`config.mk`:
```
export PLATFORM = sky130hd
export DESIGN_NAME = fetch_ctrl_flat
export DESIGN_NICKNAME = d
export VERILOG_FILES = /design/src/rtl/fetch_ctrl_pkg.sv /design/src/rtl/fetch_ctrl_if.sv /design/src/rtl/fetch_ctrl_fifo.sv /design/src/rtl/fetch_ctrl.sv /design/src/flat_wrapper.sv
export SDC_FILE = /design/constraint.sdc
export NUM_CORES = 1
export LEC_CHECK = 0
export ABC_AREA = 1
export BUFFER_PORTS_ARGS = -buffer_cell sky130_fd_sc_hd__buf_2
export CAP_MARGIN = 0
export CORE_AREA = 3 3 235 237
export DETAILED_ROUTE_END_ITERATION = 12
export DIE_AREA = 0 0 238 240
export PLACE_DENSITY = 0.49
export RECOVER_POWER = 100
export SYNTH_ARGS = -nofsm -noshare
export SYNTH_HDL_FRONTEND = slang
export SYNTH_SLANG_ARGS = --single-unit
```
`constraint.sdc`:
```
create_clock -name clk -period 7.7 [get_ports clk]
set_clock_uncertainty 0.05 [all_clocks]
set_input_delay 1.155 -clock clk [delete_from_list [all_inputs] [get_ports clk]]
set_output_delay 1.155 -clock clk [all_outputs]
set_load 0.01 [all_outputs]
```
`src/rtl/fetch_ctrl_pkg.sv`:
```
// Shared FSM encoding and constants for the fetch sequencer.
package fetch_ctrl_pkg;

    typedef enum logic [1:0] {
        StBoot  = 2'd0,
        StRun   = 2'd1,
        StFault = 2'd2
    } fetch_state_e;

    localparam logic [31:0] FETCH_RESET_PC = 32'h0000_0000;
    localparam int unsigned PC_INCR        = 4;

endpackage

```
`src/rtl/fetch_ctrl_if.sv`:
```
// Redirect, instruction-memory and decode-side signals of the fetch sequencer.
// master is the sequencer side, slave is the surrounding pipeline/memory side.
interface fetch_ctrl_if #(
    parameter int unsigned ADDR_WIDTH = 32,
    parameter int unsigned DATA_WIDTH = 32
);
    logic                  redirect_taken;
    logic [ADDR_WIDTH-1:0] redirect_addr;
    logic                  mem_req;
    logic [ADDR_WIDTH-1:0] mem_addr;
    logic                  mem_gnt;
    logic                  mem_rvalid;
    logic [DATA_WIDTH-1:0] mem_rdata;
    logic                  out_valid;
    logic                  out_ready;
    logic [ADDR_WIDTH-1:0] out_pc;
    logic [DATA_WIDTH-1:0] out_instr;
    logic [ADDR_WIDTH-1:0] out_pc_plus4;
    logic                  fetch_fault;

    modport master (
        input  redirect_taken, redirect_addr, mem_gnt, mem_rvalid, mem_rdata, out_ready,
        output mem_req, mem_addr, out_valid, out_pc, out_instr, out_pc_plus4, fetch_fault
    );

    modport slave (
        output redirect_taken, redirect_addr, mem_gnt, mem_rvalid, mem_rdata, out_ready,
        input  mem_req, mem_addr, out_valid, out_pc, out_instr, out_pc_plus4, fetch_fault
    );

endinterface

```
`src/rtl/fetch_ctrl_fifo.sv`:
```
// Synchronous FIFO with flush and occupancy count; flush overrides push/pop.
module fetch_ctrl_fifo #(
    parameter int unsigned WIDTH = 32,
    parameter int unsigned DEPTH = 4
) (
    input  logic                     clk,
    input  logic                     rst,
    input  logic                     flush_i,
    input  logic                     push_i,
    input  logic [WIDTH-1:0]         wdata_i,
    input  logic                     pop_i,
    output logic [WIDTH-1:0]         rdata_o,
    output logic [$clog2(DEPTH):0]   count_o
);
    localparam int unsigned PtrW = $clog2(DEPTH);

    logic [WIDTH-1:0] mem_q [DEPTH];
    logic [WIDTH-1:0] mem_d [DEPTH];
    logic [PtrW-1:0]  wptr_q, wptr_d, rptr_q, rptr_d;
    logic [PtrW:0]    count_q, count_d;
    logic             full, empty, do_push, do_pop;

    always_comb begin
        empty   = (count_q == '0);
        full    = (count_q == (PtrW + 1)'(DEPTH));
        do_pop  = pop_i && !empty;
        do_push = push_i && (!full || do_pop);
        mem_d   = mem_q;
        wptr_d  = wptr_q;
        rptr_d  = rptr_q;
        count_d = count_q;
        if (flush_i) begin
            wptr_d  = '0;
            rptr_d  = '0;
            count_d = '0;
        end else begin
            if (do_push) begin
                mem_d[wptr_q] = wdata_i;
                wptr_d        = wptr_q + PtrW'(1);
            end
            if (do_pop) begin
                rptr_d = rptr_q + PtrW'(1);
            end
            count_d = count_q + (PtrW + 1)'(do_push) - (PtrW + 1)'(do_pop);
        end
    end

    always_ff @(posedge clk) begin
        if (rst) begin
            wptr_q  <= '0;
            rptr_q  <= '0;
            count_q <= '0;
        end else begin
            wptr_q  <= wptr_d;
            rptr_q  <= rptr_d;
            count_q <= count_d;
        end
    end

    // Storage needs no reset: entries are only visible through count_q.
    always_ff @(posedge clk) begin
        mem_q <= mem_d;
    end

    assign rdata_o = mem_q[rptr_q];
    assign count_o = count_q;

endmodule

```
`src/rtl/fetch_ctrl.sv`:
```
// Fetch sequencer: owns the fetch PC, issues credit-limited in-order memory requests and
// queues responses for decode. Optional misaligned-redirect fault: FETCH_CTRL_ALIGN_CHK_EN.
module fetch_ctrl
    import fetch_ctrl_pkg::*;
#(
    parameter int unsigned           ADDR_WIDTH = 32,
    parameter int unsigned           DATA_WIDTH = 32,
    parameter logic [ADDR_WIDTH-1:0] RESET_PC   = ADDR_WIDTH'(FETCH_RESET_PC),
    parameter int unsigned           FQ_DEPTH   = 4
) (
    input logic          clk,
    input logic          rst,
    fetch_ctrl_if.master bus
);
    localparam int unsigned CntW = $clog2(FQ_DEPTH) + 1;
    localparam int unsigned QW   = ADDR_WIDTH + DATA_WIDTH;

    fetch_state_e          state_q, state_d;
    logic [ADDR_WIDTH-1:0] pc_q, pc_d;
    logic [CntW-1:0]       inflight_q, inflight_d;
    logic [CntW-1:0]       drop_cnt_q, drop_cnt_d;
    logic [CntW-1:0]       q_count, pcf_count;
    logic [CntW:0]         occupancy;
    logic [ADDR_WIDTH-1:0] pcf_head, redir_pc;
    logic [QW-1:0]         q_head;
    logic                  redirect, redir_misaligned;
    logic                  req, grant, resp_drop, resp_keep, out_fire;

`ifdef FETCH_CTRL_ALIGN_CHK_EN
    assign redir_misaligned = (bus.redirect_addr[1:0] != 2'b00);
    assign redir_pc         = bus.redirect_addr;
    assign bus.fetch_fault  = (state_q == StFault);
`else
    logic unused_redir_lsb;
    assign unused_redir_lsb = ^bus.redirect_addr[1:0];
    assign redir_misaligned = 1'b0;
    assign redir_pc         = {bus.redirect_addr[ADDR_WIDTH-1:2], 2'b00};
    assign bus.fetch_fault  = 1'b0;
`endif

    assign redirect = bus.redirect_taken;

    always_comb begin
        // Dropped responses still hold a slot until they return.
        occupancy  = {1'b0, inflight_q} + {1'b0, q_count};
        req        = (state_q == StRun) && (occupancy < (CntW + 1)'(FQ_DEPTH));
        grant      = req && bus.mem_gnt;
        resp_drop  = bus.mem_rvalid && (drop_cnt_q != '0);
        resp_keep  = bus.mem_rvalid && (drop_cnt_q == '0) && !redirect;
        out_fire   = bus.out_valid && bus.out_ready;
        inflight_d = inflight_q + CntW'(grant) - CntW'(bus.mem_rvalid);

        drop_cnt_d = drop_cnt_q - CntW'(resp_drop);
        pc_d       = pc_q;
        if (grant) begin
            pc_d = pc_q + ADDR_WIDTH'(PC_INCR);
        end
        if (redirect) begin
            drop_cnt_d = inflight_d;
            pc_d       = redir_pc;
        end

        state_d = state_q;
        case (state_q)
            StBoot:  state_d = StRun;
            StRun:   if (redirect && redir_misaligned) state_d = StFault;
            StFault: if (redirect && !redir_misaligned) state_d = StRun;
            default: state_d = StBoot;
        endcase
    end

    always_ff @(posedge clk) begin
        if (rst) begin
            state_q    <= StBoot;
            pc_q       <= RESET_PC;
            inflight_q <= '0;
            drop_cnt_q <= '0;
        end else begin
            state_q    <= state_d;
            pc_q       <= pc_d;
            inflight_q <= inflight_d;
            drop_cnt_q <= drop_cnt_d;
        end
    end

    fetch_ctrl_fifo #(
        .WIDTH (ADDR_WIDTH),
        .DEPTH (FQ_DEPTH)
    ) u_pc_fifo (
        .clk     (clk),
        .rst     (rst),
        .flush_i (redirect),
        .push_i  (grant && !redirect),
        .wdata_i (pc_q),
        .pop_i   (resp_keep),
        .rdata_o (pcf_head),
        .count_o (pcf_count)
    );

    fetch_ctrl_fifo #(
        .WIDTH (QW),
        .DEPTH (FQ_DEPTH)
    ) u_instr_q (
        .clk     (clk),
        .rst     (rst),
        .flush_i (redirect),
        .push_i  (resp_keep),
        .wdata_i ({pcf_head, bus.mem_rdata}),
        .pop_i   (out_fire),
        .rdata_o (q_head),
        .count_o (q_count)
    );

    assign bus.mem_req      = req;
    assign bus.mem_addr     = pc_q;
    assign bus.out_valid    = (q_count != '0);
    assign bus.out_pc       = q_head[QW-1:DATA_WIDTH];
    assign bus.out_instr    = q_head[DATA_WIDTH-1:0];
    assign bus.out_pc_plus4 = bus.out_pc + ADDR_WIDTH'(PC_INCR);

    a_rvalid_outstanding: assert property (@(posedge clk) disable iff (rst)
        bus.mem_rvalid |-> (inflight_q != '0));
    a_keep_has_pc: assert property (@(posedge clk) disable iff (rst)
        resp_keep |-> (pcf_count != '0));
    a_keep_has_room: assert property (@(posedge clk) disable iff (rst)
        resp_keep |-> (q_count < CntW'(FQ_DEPTH)));

endmodule
```
`src/flat_wrapper.sv`:
```
// flat-port wrapper written by rule: the top's interface ports become plain ports
module fetch_ctrl_flat import fetch_ctrl_pkg::*;
#(
    parameter int unsigned           ADDR_WIDTH = 32,
    parameter int unsigned           DATA_WIDTH = 32,
    parameter logic [ADDR_WIDTH-1:0] RESET_PC   = ADDR_WIDTH'(FETCH_RESET_PC),
    parameter int unsigned           FQ_DEPTH   = 4
)
  (clk, rst, bus_redirect_taken, bus_redirect_addr, bus_mem_gnt, bus_mem_rvalid, bus_mem_rdata, bus_out_ready, bus_mem_req, bus_mem_addr, bus_out_valid, bus_out_pc, bus_out_instr, bus_out_pc_plus4, bus_fetch_fault);
  fetch_ctrl_if #(.ADDR_WIDTH(ADDR_WIDTH), .DATA_WIDTH(DATA_WIDTH)) bus_i ();
  input logic clk;
  input logic rst;
  input wire logic [$bits(bus_i.redirect_taken)-1:0] bus_redirect_taken;
  input wire logic [$bits(bus_i.redirect_addr)-1:0] bus_redirect_addr;
  input wire logic [$bits(bus_i.mem_gnt)-1:0] bus_mem_gnt;
  input wire logic [$bits(bus_i.mem_rvalid)-1:0] bus_mem_rvalid;
  input wire logic [$bits(bus_i.mem_rdata)-1:0] bus_mem_rdata;
  input wire logic [$bits(bus_i.out_ready)-1:0] bus_out_ready;
  output wire logic [$bits(bus_i.mem_req)-1:0] bus_mem_req;
  output wire logic [$bits(bus_i.mem_addr)-1:0] bus_mem_addr;
  output wire logic [$bits(bus_i.out_valid)-1:0] bus_out_valid;
  output wire logic [$bits(bus_i.out_pc)-1:0] bus_out_pc;
  output wire logic [$bits(bus_i.out_instr)-1:0] bus_out_instr;
  output wire logic [$bits(bus_i.out_pc_plus4)-1:0] bus_out_pc_plus4;
  output wire logic [$bits(bus_i.fetch_fault)-1:0] bus_fetch_fault;
  assign bus_i.redirect_taken = bus_redirect_taken;
  assign bus_i.redirect_addr = bus_redirect_addr;
  assign bus_i.mem_gnt = bus_mem_gnt;
  assign bus_i.mem_rvalid = bus_mem_rvalid;
  assign bus_i.mem_rdata = bus_mem_rdata;
  assign bus_i.out_ready = bus_out_ready;
  assign bus_mem_req = bus_i.mem_req;
  assign bus_mem_addr = bus_i.mem_addr;
  assign bus_out_valid = bus_i.out_valid;
  assign bus_out_pc = bus_i.out_pc;
  assign bus_out_instr = bus_i.out_instr;
  assign bus_out_pc_plus4 = bus_i.out_pc_plus4;
  assign bus_fetch_fault = bus_i.fetch_fault;
  fetch_ctrl #(.ADDR_WIDTH(ADDR_WIDTH), .DATA_WIDTH(DATA_WIDTH), .RESET_PC(RESET_PC), .FQ_DEPTH(FQ_DEPTH)) u_core (.clk(clk), .rst(rst), .bus(bus_i));
endmodule
```
# After elaboration in Yosys (flattened, before gate mapping)

Cells that the tools add are included.

Input bits: 70
Register bits after elaboration: 438

Reduce and logical (&&, ||, !) cells: 31
Mux-type cells: 17
Equal/unequal tests: 5
Add/sub/neg operators: 14
Magnitude comparators: 7
Bitwise gates (word level): 6

Operators with widths:

| operator              | number |
|---|---|
| $bwmux 256            | 1 |
| $mux 64               | 3 |
| $mux 32               | 5 |
| $bmux 64 s2           | 1 |
| $bwmux 128            | 1 |
| $demux 64 s2          | 1 |
| $add 32x3->32 const B | 2 |
| $bmux 32 s2           | 1 |
| $demux 32 s2          | 1 |
| $logic_and 1x1->1     | 13 |
| $ge 3x3->1 const B    | 4 |
| $not 2->3             | 4 |
| $sub 3x1->3           | 4 |
| $add 3x1->3           | 3 |
| $logic_not 3->1       | 3 |
| $add 2x1->2 const B   | 4 |
| $eq 3x3->1 const B    | 2 |
| $lt 3x1->1 const B    | 2 |
| $pmux 2 s3            | 1 |
| $reduce_and 2->1      | 3 |
| $reduce_bool 3->1     | 2 |
| $logic_not 1->1       | 5 |
| $add 3x3->4           | 1 |
| $lt 4x3->1 const B    | 1 |
| 10 further kinds      | 12 |

# Logic depth before layout (Yosys ltp)

Depth in word-level cells: 8
Mapped depth: 15
Mapped depth without buffers: 15

# Modules after synthesis

A second synthesis with hierarchy kept.

Cells, all modules: 1636
Area total of the unflattened synthesis: 18621.6 µm²

By module, submodules not included:

| module                             | cells each | times used | seq. area each (µm²) | area an instance (µm²) |
|---|---|---|---|---|
| fetch_ctrl_fifo (u_core.u_instr_q) | 686        | 1          | 7827.5               | 9937.0 |
| fetch_ctrl_fifo (u_core.u_pc_fifo) | 376        | 1          | 3983.8               | 5280.1 |
| fetch_ctrl                         | 574        | 1          | 740.7                | 3404.5 |

# Worst setup path before layout

Ideal clock, no wire load.

Kind: input to register
From: input bus_redirect_taken
To: register u_core.u_instr_q.mem_q[0] in the netlist's numbering (enable)
Library setup time: 0.482 ns
Required time: 7.168 ns
Cell stages on the path: 6
Arrival: 4.429 ns
Path buffers: 1
Slack: 2.739 ns
Cells stage by stage: clkbuf_1 nor2_1 inv_1 nor2_1 clkinv_1 nor2_1

Longest elaborated chain between the ends: 4
Elaborated cells between the ends (all ways): 5

Ends and longest elaborated chain:

| what                         | line                  | source |
|---|---|---|
| from (decl)                  | flat_wrapper.sv:13    | `input wire logic [$bits(bus_i.redirect_taken)-1:0] bus_redirect_taken;` |
| $logic_not 1->1              | fetch_ctrl.sv:49      | `resp_keep = bus.mem_rvalid && (drop_cnt_q == '0) && !redirect;` |
| $logic_and 1x1->1            | fetch_ctrl.sv:49      |  |
| $logic_and 1x1->1            | fetch_ctrl_fifo.sv:27 | `do_push = push_i && (!full \|\| do_pop);` |
| $reduce_and 2->1 (no line) * | n/a                   |  |
| to (signal assigned)         | fetch_ctrl_fifo.sv:62 | `mem_q <= mem_d;` |
| to (decl)                    | fetch_ctrl_fifo.sv:17 | `logic [WIDTH-1:0] mem_q [DEPTH];` |

Mark *: on every way between the ends. The rest lies on a longest branch, timed or not.
A chain may end at the register's enable or synchronous reset.

# Worst setup path after layout

From: input bus_redirect_taken
To: register u_core.u_instr_q.mem_q[113] in the netlist's numbering (enable)

The elaborated chain is that of the path after synthesis.

==> results_tabular.tex <==
\begin{tabular}{lr}
\hline
Metric & Value \\
\hline
\multicolumn{2}{l}{\textbf{Global routing}} \\
\quad Largest net degree at the start of global routing & around 130 \\
\quad Antenna violations before repair & 0 \\
\quad Overall Global Routing Usage & $\sim$17\% \\
\quad Via count of the first global-routing pass & roughly 13k \\
\quad Wire length of the first global-routing pass & $\sim$74000 µm \\
\quad Grt total ovfl & 0 \\
\multicolumn{2}{l}{\textbf{Layout}} \\
\quad Synth-to-layout area growth & 15.0\% \\
\quad Fin area & around 0.021 mm² \\
\quad Layout cell share with drive strength beyond 1 & between 7 and 8\% \\
\quad Multi-input combinational cell area & roughly 0.0055 mm² \\
\quad Filler cell count in the final layout & $\sim$5.3k \\
\quad Total inserted antenna cells & 0 \\
\quad Layout Cells excl Fill & about 2.7k \\
\quad Number of nets in the final layout & 2090 \\
\quad Sequential cell area & approximately 0.012 mm² \\
\multicolumn{2}{l}{\textbf{Drt}} \\
\quad DRT Pass-1 Iters & 5 \\
\quad Routed length per instance & $\sim$18 µm \\
\quad Via count & around 13k \\
\quad Remaining design rule violation count & 0 \\
\quad Wire length reported by the detailed router & just under 50000 µm \\
\quad Number of nets with antenna violations after detailed routing & 0 \\
\quad Starting DRC count in detailed routing & 761 \\
\quad Post-DR vias/cell & slightly below 5 \\
\multicolumn{2}{l}{\textbf{Floorplan}} \\
\quad Rows & 85 \\
\quad Area of the core region & about 0.053 mm² \\
\quad Starting density of the core & between 30\% and 40\% \\
\quad Die outline area & 0.0571 mm² \\
\quad Vertical die dimension & approximately 240 µm \\
\quad Top Ports & 201 \\
\quad Die X-Extent & $\sim$240 µm \\
\multicolumn{2}{l}{\textbf{Synth}} \\
\quad Post-synth EDFFs & roughly 370 \\
\quad Netlist area before placement & roughly 0.019 mm² \\
\quad Synth warn & 0 \\
\quad Most used flip-flop cell after synthesis & sky130\_fd\_sc\_hd\_\_edfxtp\_1 \\
\quad Library cells used by synthesis & 37 \\
\quad Post-Synthesis Cells & around 1.8k \\
\quad Flop and latch count out of synthesis & 419 \\
\quad Post-synthesis area per instance & 10.2 µm² \\
\quad Post-synthesis async set-or-reset flop share & 0\% \\
\quad Portion of the post-synthesis area used by sequential elements & 65.0\% \\
\multicolumn{2}{l}{\textbf{Timing}} \\
\quad Setup violation total in the final timing report & 0 \\
\quad TNS Setup & 0 ns \\
\quad Part of the cycle the worst path needs & about three quarters \\
\quad Max-slew violation total from the final report & roughly 600 \\
\quad Count of endpoints failing hold in the final timing report & 0 \\
\quad Unrepaired setup endpoints after global routing & no \\
\quad Maximum clock frequency & approximately 170 MHz \\
\quad Max-Slew Margin vs Limit & -192\% \\
\quad Crit path time final & 5.86 ns \\
\quad Actual transition at the worst max-transition pin & $\sim$4.4 ns \\
\multicolumn{2}{l}{\textbf{Critical path}} \\
\quad Number of cells on the worst reg-to-reg path & 9 \\
\quad Critical path, cell by cell & clkbuf\_1 > nor2\_1 > inv\_1 > nor2\_1 > clkinv\_1 > nor2\_1 > clkbuf\_1 \\
\quad Number of stages on the worst setup path & 7 \\
\quad Critical Path Start Type & input port \\
\quad Endpoint type of the worst setup path & flip-flop \\
\quad Delay of the slowest cell on the worst path & between 2 and 2.5 ns \\
\quad Arrival time of the worst setup path & around 6.0 ns \\
\quad WS Path Type & in2reg \\
\quad Slowest library cell on the worst path & sky130\_fd\_sc\_hd\_\_nor2\_1 \\
\quad Max FO, Critical Path & 33 \\
\quad Number of buffers and inverters on the critical path & 4 \\
\quad Largest delay contributor family on the critical path & simple AND/OR/NAND/NOR gates \\
\quad Crit-path most repeated cell & sky130\_fd\_sc\_hd\_\_nor2\_1 \\
\quad Data required, critical path & roughly 7.8 ns \\
\multicolumn{2}{l}{\textbf{Clock tree}} \\
\quad Root Buffer Master & sky130\_fd\_sc\_hd\_\_clkbuf\_16 \\
\quad Hold\_buf cts & 0 \\
\quad Clock-pin slew on the worst setup and hold paths & around 0.060 ns \\
\quad CTS tree & yes \\
\quad Maximum clock insertion buffer count & 3 \\
\quad Post-CTS Setup Inserts & 0 \\
\quad Clock insertion delay at the later pin of the skew report & between 0.5 and 0.6 ns \\
\quad Count of instances resized after the clock tree is built & 0 \\
\quad Num CTS Buffers & 47 \\
\quad Maximum level of the CTS H-tree & 2 \\
\quad Clock sink count & around 420 \\
\multicolumn{2}{l}{\textbf{Placed design}} \\
\quad RePlAce Congestion & 0.843 \\
\quad Count of placed standard cells including taps & roughly 2.6k \\
\quad Post-detailed-placement half-perimeter wirelength & roughly 30000 µm \\
\quad Post-placement cell area & approximately 0.020 mm² \\
\quad Count of port buffers added during placement & 191 \\
\multicolumn{2}{l}{\textbf{Run status}} \\
\quad Violated checks & max-capacitance violations, max-slew violations \\
\quad Status & finished, violations left \\
\multicolumn{2}{l}{\textbf{Pwr}} \\
\quad Worst voltage drop across the vdd grid & roughly 0.15 mV \\
\quad Cell Pwr Density & around 250 mW/mm² \\
\quad Leakage power total & a little under 8 nW \\
\multicolumn{2}{l}{\textbf{Job}} \\
\quad Max-capacitance violation count & 16 \\
\multicolumn{2}{l}{\textbf{Worst hold path}} \\
\quad Class of the most critical hold timing path & reg2reg \\
\quad Min-Delay Path Depth & 2 \\
\hline
\end{tabular}
-- worst paths after layout --
check / start / end / slack [ns]
worst min register to register: u_core.u_instr_q.wptr_q[0] / u_core.u_instr_q.wptr_q[0] / 0.45
worst max-delay path: bus_redirect_taken / u_core.u_instr_q.mem_q[113] / 1.84
worst max register to register: u_core.u_instr_q.count_o[2] / u_core.u_pc_fifo.mem_q[101] / 2.36
worst min-delay path: u_core.u_instr_q.wptr_q[0] / u_core.u_instr_q.wptr_q[0] / 0.45
-- cells by family after synthesis --
| logic type | Yosys count | share of synthesized area, % |
|---|---|---|
| compound gates | 261 | 7.57 |
| simple gates | 869 | 19.2 |
| buf+inv | 215 | 5.06 |
| fa+ha+maj | 22 | 1.60 |
| flops | 419 | 65.0 |
| other cells | 1 | 0.0202 |
| xor+xnor | 35 | 1.65 |
-- tightest hold or removal path, cell delays in order, from the launching register on --
cell                      delay (ns)
sky130_fd_sc_hd__dfxtp_1        0.34
sky130_fd_sc_hd__nand2_1        0.07
sky130_fd_sc_hd__a21oi_1        0.05
-- state kept, by name (all words and copies together), names as in the netlist, 3 cells and up --
signal / cells
u_core.u_instr_q.mem_q: 248
u_core.u_pc_fifo.count_o: 3
u_core.bus.mem_addr: 30
u_core.drop_cnt_q: 3
u_core.u_instr_q.count_o: 3
u_core.inflight_q: 3
u_core.u_pc_fifo.mem_q: 120
-- power breakdown --
group | switching (mW) | internal (mW) | total [mW]
Sequential | 0.0485 | 2.55 | 2.60
Combinational | 0.314 | 0.130 | 0.444
Clock | 0.894 | 1.35 | 2.24
-- routing by layer --
metal	wire length (µm)	global-route usage, %
met1	22100	22.9
met2	22400	27.6
met4	1140	4.93
met3	2480	3.02
met5	0	0
-- layout make-up --
cell class | instances | share of cell area, %
Timing Repair Buffer | 206 | 4.03
Clock inverter | 24 | 1.25
Clock buffer | 63 | 6.02
Multi-Input combinational cell | 1194 | 25.8
Sequential cell | 419 | 56.5
Inverter | 130 | 2.32
Tap cell | 696 | 4.07
-- cells in the mapped netlist (7+ instances only) --
master                     count  area, µm²
sky130_fd_sc_hd__buf_6         8       90.1
sky130_fd_sc_hd__o22ai_1      62        388
sky130_fd_sc_hd__nand2_1     471       1770
sky130_fd_sc_hd__inv_1       126        473
sky130_fd_sc_hd__dfxtp_1      51       1020
sky130_fd_sc_hd__nand4_1      10       62.6
sky130_fd_sc_hd__ha_1         19        238
sky130_fd_sc_hd__a21oi_1      29        145
sky130_fd_sc_hd__buf_4        12       90.1
sky130_fd_sc_hd__o21ai_0     153        766
sky130_fd_sc_hd__nand3_1      89        445
sky130_fd_sc_hd__nand2_2      18        113
sky130_fd_sc_hd__a31oi_1       9       56.3
sky130_fd_sc_hd__clkbuf_1     46        173
sky130_fd_sc_hd__nor2_1      249        935
sky130_fd_sc_hd__nor3_1       13       65.1
sky130_fd_sc_hd__edfxtp_1    368      11100
sky130_fd_sc_hd__nor2_2        7       43.8
sky130_fd_sc_hd__xor2_1       31        272
sky130_fd_sc_hd__buf_2        16       80.1
-- metrics by stage --
step / setup WS, ns / util, % / hold WS (ns) / power, mW
after detailed placement: 3.03 / 37.7 / 0.450 / 3.12
final: 1.84 / 40.0 / 0.455 / 5.28
after global placement: 3.04 / 37.7 / 0.442 / 3.11
after floorplan: 2.74 / - / 0.425 / 2.92
after CTS: 2.38 / 40.6 / 0.459 / 5.39
after global routing: 1.23 / 40.0 / 0.485 / 5.52
-- placed cells by master, fill, tap and decap left out, drive strengths merged --
cell type	instances
nand2	490
edfxtp	368
nor2	261
clkbuf	206
o21ai	157
inv	129
nand3	90
buf	63
o22ai	62
dfxtp	51
xor2	31
a21oi	29
ha	19
clkinv	17
nor3	13
nand4	10
a31oi	9
conb	7
bufinv	5
xnor2	4
fa	3
clkinvlp	3
or2	2
nor3b	2
a211oi	2
nor4	1
a32oi	1
o211ai	1
Note: power is estimated with default switching activity, not from simulation.
